[src/rtl/xgmii_frame_gen.sv]
// XGMII test-frame burst generator: emits START / incrementing-payload DATA / TERM / IPG
// words on a 64-bit XGMII bus, with the valid strobe running at one slot every VLD_DIV clocks.
module xgmii_frame_gen #(
  parameter int VLD_DIV = 2,
  parameter int LEN_W   = 16,
  parameter int MIN_LEN = 46,
  parameter int MAX_LEN = 9600
) (
  input  logic             tx_user_clk_i,
  input  logic             tx_user_rst_i,
  input  logic             start_i,
  input  logic             stop_i,
  input  logic [LEN_W-1:0] frame_len_i,
  input  logic [7:0]       ipg_i,
  input  logic [15:0]      frame_cnt_i,
  output logic [63:0]      xgmii_txd_o,
  output logic [7:0]       xgmii_txc_o,
  output logic             xgmii_txd_vld_o,
  output logic             busy_o,
  output logic             done_o,
  output logic [31:0]      frames_sent_o
);

  localparam logic [63:0] IDLE_WORD  = 64'h0707070707070707;
  localparam logic [63:0] START_WORD = 64'hD5555555555555FB;
  localparam int          WCNT_W     = LEN_W - 3;

  typedef enum logic [2:0] {
    ST_IDLE  = 3'd0,
    ST_START = 3'd1,
    ST_DATA  = 3'd2,
    ST_TERM  = 3'd3,
    ST_IPG   = 3'd4
  } state_t;

  state_t            state_r;
  logic              vld_r;
  logic [63:0]       txd_r;
  logic [7:0]        txc_r;
  logic              busy_r;
  logic              done_r;
  logic [31:0]       frames_sent_r;
  logic              stop_pend_r;
  logic [LEN_W-1:0]  len_r;
  logic [7:0]        ipg_r;
  logic [7:0]        ipg_left_r;
  logic [15:0]       cnt_r;
  logic [15:0]       frame_idx_r;
  logic [WCNT_W-1:0] words_left_r;
  logic [7:0]        byte_base_r;

  logic              slot_s;
  logic [LEN_W-1:0]  len_clamp_s;
  logic [2:0]        rem_s;
  logic [63:0]       data_word_s;
  logic [63:0]       term_word_s;
  logic [7:0]        term_ctl_s;
  logic              more_s;

  // Next-cycle valid strobe: a slot is any edge at which vld will be 1
  always_comb begin
    if (VLD_DIV == 1) begin
      slot_s = 1'b1;
    end else begin
      slot_s = ~vld_r;
    end
  end

  // Payload length clamp applied when a burst is launched
  always_comb begin
    if (frame_len_i < LEN_W'(MIN_LEN)) begin
      len_clamp_s = LEN_W'(MIN_LEN);
    end else if (frame_len_i > LEN_W'(MAX_LEN)) begin
      len_clamp_s = LEN_W'(MAX_LEN);
    end else begin
      len_clamp_s = frame_len_i;
    end
  end

  // Payload and TERM word assembly; lane i of a word carries byte base+i
  always_comb begin
    rem_s       = len_r[2:0];
    data_word_s = 64'd0;
    term_word_s = 64'd0;
    term_ctl_s  = 8'd0;
    for (int i = 0; i < 8; i++) begin
      data_word_s[8*i +: 8] = byte_base_r + 8'(i);
      term_ctl_s[i]         = (i >= int'(rem_s));
      if (i < int'(rem_s)) begin
        term_word_s[8*i +: 8] = byte_base_r + 8'(i);
      end else if (i == int'(rem_s)) begin
        term_word_s[8*i +: 8] = 8'hFD;
      end else begin
        term_word_s[8*i +: 8] = 8'h07;
      end
    end
  end

  // frame_idx_r has already counted the frame just terminated
  always_comb begin
    if (stop_pend_r) begin
      more_s = 1'b0;
    end else begin
      more_s = (cnt_r == 16'd0) || (frame_idx_r < cnt_r);
    end
  end

  // Burst FSM, slot strobe and all registered outputs
  always_ff @(posedge tx_user_clk_i or posedge tx_user_rst_i) begin
    if (tx_user_rst_i) begin
      state_r       <= ST_IDLE;
      vld_r         <= 1'b0;
      txd_r         <= IDLE_WORD;
      txc_r         <= 8'hFF;
      busy_r        <= 1'b0;
      done_r        <= 1'b0;
      frames_sent_r <= 32'd0;
      stop_pend_r   <= 1'b0;
      len_r         <= LEN_W'(MIN_LEN);
      ipg_r         <= 8'd1;
      ipg_left_r    <= 8'd1;
      cnt_r         <= 16'd0;
      frame_idx_r   <= 16'd0;
      words_left_r  <= WCNT_W'(0);
      byte_base_r   <= 8'd0;
    end else begin
      vld_r  <= slot_s;
      done_r <= 1'b0;
      if (busy_r && stop_i) begin
        stop_pend_r <= 1'b1;
      end
      // Launch is not slot-aligned; the START word waits for the next slot
      if ((state_r == ST_IDLE) && start_i) begin
        state_r     <= ST_START;
        busy_r      <= 1'b1;
        stop_pend_r <= stop_i;
        len_r       <= len_clamp_s;
        ipg_r       <= (ipg_i == 8'd0) ? 8'd1 : ipg_i;
        cnt_r       <= frame_cnt_i;
        frame_idx_r <= 16'd0;
      end
      if (slot_s) begin
        case (state_r)
          ST_IDLE: begin
            txd_r <= IDLE_WORD;
            txc_r <= 8'hFF;
          end
          ST_START: begin
            txd_r        <= START_WORD;
            txc_r        <= 8'h01;
            words_left_r <= len_r[LEN_W-1:3];
            byte_base_r  <= frame_idx_r[7:0];
            state_r      <= ST_DATA;
          end
          ST_DATA: begin
            txd_r        <= data_word_s;
            txc_r        <= 8'h00;
            byte_base_r  <= byte_base_r + 8'd8;
            words_left_r <= words_left_r - WCNT_W'(1);
            if (words_left_r == WCNT_W'(1)) begin
              state_r <= ST_TERM;
            end
          end
          ST_TERM: begin
            txd_r         <= term_word_s;
            txc_r         <= term_ctl_s;
            frames_sent_r <= frames_sent_r + 32'd1;
            frame_idx_r   <= frame_idx_r + 16'd1;
            ipg_left_r    <= ipg_r;
            state_r       <= ST_IPG;
          end
          ST_IPG: begin
            txd_r <= IDLE_WORD;
            txc_r <= 8'hFF;
            if (ipg_left_r == 8'd1) begin
              if (more_s) begin
                state_r <= ST_START;
              end else begin
                state_r     <= ST_IDLE;
                busy_r      <= 1'b0;
                done_r      <= 1'b1;
                stop_pend_r <= 1'b0;
              end
            end else begin
              ipg_left_r <= ipg_left_r - 8'd1;
            end
          end
          default: begin
            state_r <= ST_IDLE;
            txd_r   <= IDLE_WORD;
            txc_r   <= 8'hFF;
          end
        endcase
      end
    end
  end

  assign xgmii_txd_o     = txd_r;
  assign xgmii_txc_o     = txc_r;
  assign xgmii_txd_vld_o = vld_r;
  assign busy_o          = busy_r;
  assign done_o          = done_r;
  assign frames_sent_o   = frames_sent_r;

endmodule

[config.mk]
export PLATFORM = sky130hd
export DESIGN_NAME = xgmii_frame_gen
export DESIGN_NICKNAME = d
export VERILOG_FILES = /design/src/rtl/xgmii_frame_gen.sv
export SDC_FILE = /design/constraint.sdc
export NUM_CORES = 1
export LEC_CHECK = 0
export CAP_MARGIN = 20
export CELL_PAD_IN_SITES_DETAIL_PLACEMENT = 1
export CELL_PAD_IN_SITES_GLOBAL_PLACEMENT = 1
export CORE_MARGIN = 2
export CORE_UTILIZATION = 45
export DETAILED_ROUTE_END_ITERATION = 8
export PLACE_DENSITY = 0.82
export RECOVER_POWER = 50
export SYNTH_ARGS = -nofsm -noshare
export SYNTH_HDL_FRONTEND = slang
export SYNTH_SLANG_ARGS = --single-unit
[constraint.sdc]
create_clock -name tx_user_clk_i -period 13.12 [get_ports tx_user_clk_i]
set_input_delay 2.624 -clock tx_user_clk_i [delete_from_list [all_inputs] [get_ports tx_user_clk_i]]
set_output_delay 2.624 -clock tx_user_clk_i [all_outputs]
set_load 0.02 [all_outputs]
==> run metrics <==
run status finished with violations; failing checks capacitance limit, slew limit; core region area between 0.02 and 0.025 mm²; sequence of cells on the critical path dlygate4sd3_1 -> clkinvlp_2 -> buf_4; simple-gate portion of the synthesized area a little under a fifth; count of vias placed by the detailed router roughly 8.6k; sequential cell fraction of total power 41.9%; top post-synthesis cells by count sky130_fd_sc_hd__dfrtp_1, sky130_fd_sc_hd__nand2_1, sky130_fd_sc_hd__o21ai_0, sky130_fd_sc_hd__nor2_1, sky130_fd_sc_hd__a21oi_1; prevailing post-synth register cell sky130_fd_sc_hd__dfrtp_1; Root Buffer Master sky130_fd_sc_hd__clkbuf_16; number of gates on the worst path with buffers counted 3; H-tree levels 4; Resized Gates After CTS 0; Critical Path Sink Type asynchronous set/reset pin; vias in the first global route 9206; Routed Antenna Nets 0; multiplexer area fraction after synthesis between 1 and 1.5%; area share of the largest cell type after synthesis 39.0%; detailed-route wire length approximately 30000 µm; residual overflow from global routing 0; Port Buf Inserts 150; most area-hungry cell type in the Yosys netlist sky130_fd_sc_hd__dfrtp_1; leakage power summed over all cells approximately 5.3 nW; Die X-Extent between 150 and 200 µm; RD Place Congestion about 0.85; highest clock rate between 0.1 and 0.15 GHz; antenna fix cells 0; number of nets in the layout approximately 1.3k; FFs w/ async S/R, synth 100%; final setup violation count 0; buffers plus inverters on the worst setup path 3; dominant cell by count in the synthesized netlist sky130_fd_sc_hd__dfrtp_1; clock tree from TritonCTS yes; CP Data Arrival Time 7.28 ns; Synth area leaders sky130_fd_sc_hd__dfrtp_1, sky130_fd_sc_hd__dfstp_2, sky130_fd_sc_hd__nand2_1; filler cell count 2484; post-DR vias/cell 5.86; length of the first detailed-routing pass in iterations 5; worst hold margin ~0.47 ns; power per unit of standard cell area just under 200 mW/mm²; worst clock skew approximately 0.0091 ns; dominant combinational cell family by area after synthesis simple AND/OR/NAND/NOR gates; max cap viols 2; combined global-route utilization of all metal layers between 20% and 30%; Final Hold Violating Endpoints 0; CTS Buffer Depth 2; buffers inserted by post-CTS timing repair 0; die area approximately 0.024 mm²; area of combinational cells with multiple inputs 0.00472 mm²; instance count along the most critical hold path 2; Worst-Margin Slew 5.15 ns; DRC viols 0; net count after synthesis 1143; gate count of the mapped netlist ~1.1k; top cell family by delay on the critical path buffers and inverters; Post-Synth XOR/XNOR Area 5.87%; area added between synthesis and finish 20.9%; length in cells of the worst reg-to-reg path 7; number of cell rows 54; area of the mapped netlist ~0.01 mm²; switch share between 40 and 50%; Util after Layout between 50 and 60%; crit path max fanout 120; Max VDD drop 0.0000999 V; initial DRC count ~520; Register Area approximately 0.0050 mm²; number of sinks on the clock net 196; required time of the critical path 13.54 ns; post-synthesis adder-cell area fraction roughly 3.8%; hold-fix buffers at CTS 0; total of warnings raised by yosys 0; largest net degree at the start of global routing roughly 120; number of pins exceeding their max-slew limit in the final report just under 200; Num CTS Buffers 17; post-route minimum period 6.87 ns; setup total negative slack 0 ns; detailed-route wire length per cell between 20 and 25 µm; fraction of the mapped netlist area in compound gates between 15 and 20%; WS Path Type in -> async; clock latency reported for the late side of the worst-skew pair approximately 0.44 ns; clock input transition at the sequential cells of the worst setup and hold paths around 0.070 ns; number of flip-flops and latches in the synthesized netlist between 150 and 200; tightest slew margin relative to the limit -245%; global-route wire length before repair 49400 µm; number of antenna violations at the first check in global routing 0; number of unique standard cell types used by synthesis between 60 and 70; RSZ-0062 raised after global routing false; relative contribution of combinational cells to total power 37.8%; highest cell delay on the worst timing path between 2 and 3 ns; Tcrit/Tclk final ~52%; Detail Placement HPWL between 20000 and 25000 µm; average footprint of a synthesized cell about 9.5 µm²; switching power summed over all nets between 0.0009 and 0.001 W; I/O pins between 150 and 200; share of final-layout standard cells stronger than drive strength 1 7.54%; slowest cell on the critical path sky130_fd_sc_hd__clkinvlp_2; Die Y roughly 150 µm; post-synthesis sequential area ratio 48.8%; part of the power in the clock network roughly 20%; Internal Pwr Total 0.00144 W; Worst setup SP type primary input; worst min path class reg -> reg; number of flops mapped to enable cells by yosys 0; Initial Util a little under half
[kinds of logic (layout without fill, tap and decap cells)]
logic type,count (synthesis),count (layout)
buffers and inverters,103,229
and+or+nand+nor,389,389
AOI/OAI and AO/OA,269,269
DFF,196,196
muxes,12,12
adders and majority gates,31,31
xor gates and xnor gates,68,68
[layout by cell type, fill, tap and decap left out, types with 19 or more instances in the layout]
cell type                         Yosys  final
sky130_fd_sc_hd__nand2_1            151    151
sky130_fd_sc_hd__xor2_1              24     24
sky130_fd_sc_hd__a2bb2oi_1           19     19
sky130_fd_sc_hd__o21ai_0             88     91
sky130_fd_sc_hd__a22o_1              25     25
sky130_fd_sc_hd__nand4_1             22     22
sky130_fd_sc_hd__clkdlybuf4s50_1      0    149
sky130_fd_sc_hd__nor2_1              73     73
sky130_fd_sc_hd__nand3_1             35     35
sky130_fd_sc_hd__xnor2_1             44     44
sky130_fd_sc_hd__dfstp_2             38     38
sky130_fd_sc_hd__dfrtp_1            158    157
sky130_fd_sc_hd__inv_1               37     36
sky130_fd_sc_hd__a21oi_1             65     65
sky130_fd_sc_hd__ha_1                31     31
[through the flow]
step / cells / instance area (µm²) / total power (W) / setup slack [ns]
2_1_floorplan: 1068 / 10100 / 0.00155 / 5.22
5_1_grt: 1474 / 12300 / 0.00257 / 5.38
3_3_place_gp: 1441 / 11800 / 0.00188 / 8.31
3_5_place_dp: 1441 / 11800 / 0.00193 / 8.23
4_1_cts: 1473 / 12300 / 0.00243 / 8.33
6_report: 1474 / 12300 / 0.00243 / 6.25
[metal layers]
metal	GRT usage (%)	wire length, µm
met5	0	0
met2	45.8	15200
met4	8.01	600
met3	3.33	1100
met1	33.0	12900
[power groups by stage]
stage | sequential [W] | combinational (W) | clock, W
2_1_floorplan | 0.00101 | 0.000543 | 0
3_3_place_gp | 0.00101 | 0.000870 | 0
3_5_place_dp | 0.00102 | 0.000908 | 0
4_1_cts | 0.00101 | 0.000923 | 0.000497
5_1_grt | 0.00104 | 0.00101 | 0.000522
6_report | 0.00102 | 0.000919 | 0.000492
[final timing paths]
check                                  from         endpoint  slack, ns
min in group asynchronous     tx_user_rst_i  xgmii_txd_o[61]       4.24
max                           tx_user_rst_i  xgmii_txd_o[38]       6.25
min                          xgmii_txd_o[1]   xgmii_txd_o[1]       0.47
min reg2reg                  xgmii_txd_o[1]   xgmii_txd_o[1]       0.47
max in group tx_user_clk_i  xgmii_txd_vld_o  xgmii_txd_vld_o       6.40
max reg2reg                 xgmii_txd_vld_o  xgmii_txd_o[36]       8.18
[area by class of cell]
cell class	count	share of cell area, %
Sequential cell	196	40.4
Multi-Input combinational cell	769	38.5
Timing Repair Buffer	160	12.8
Clock buffer	21	3.75
Tap cell	280	2.86
Inverter	37	1.14
Clock inverter	11	0.581
[sequential cells by signal (all words and copies together) (netlist names)]
register,count
done_o,1
ipg_r,8
frames_sent_o,32
frame_idx_r,16
xgmii_txd_vld_o,1
words_left_r,13
len_r,16
cnt_r,16
ipg_left_r,8
state_r,3
busy_o,1
xgmii_txc_o,8
stop_pend_r,1
byte_base_r,8
xgmii_txd_o,64
[worst min-delay path: stages (launching register included)]
cell and delay (ns):
sky130_fd_sc_hd__dfstp_2 0.37, sky130_fd_sc_hd__inv_1 0.04, sky130_fd_sc_hd__a21oi_1 0.05
Power figures use the tool's default switching activity.
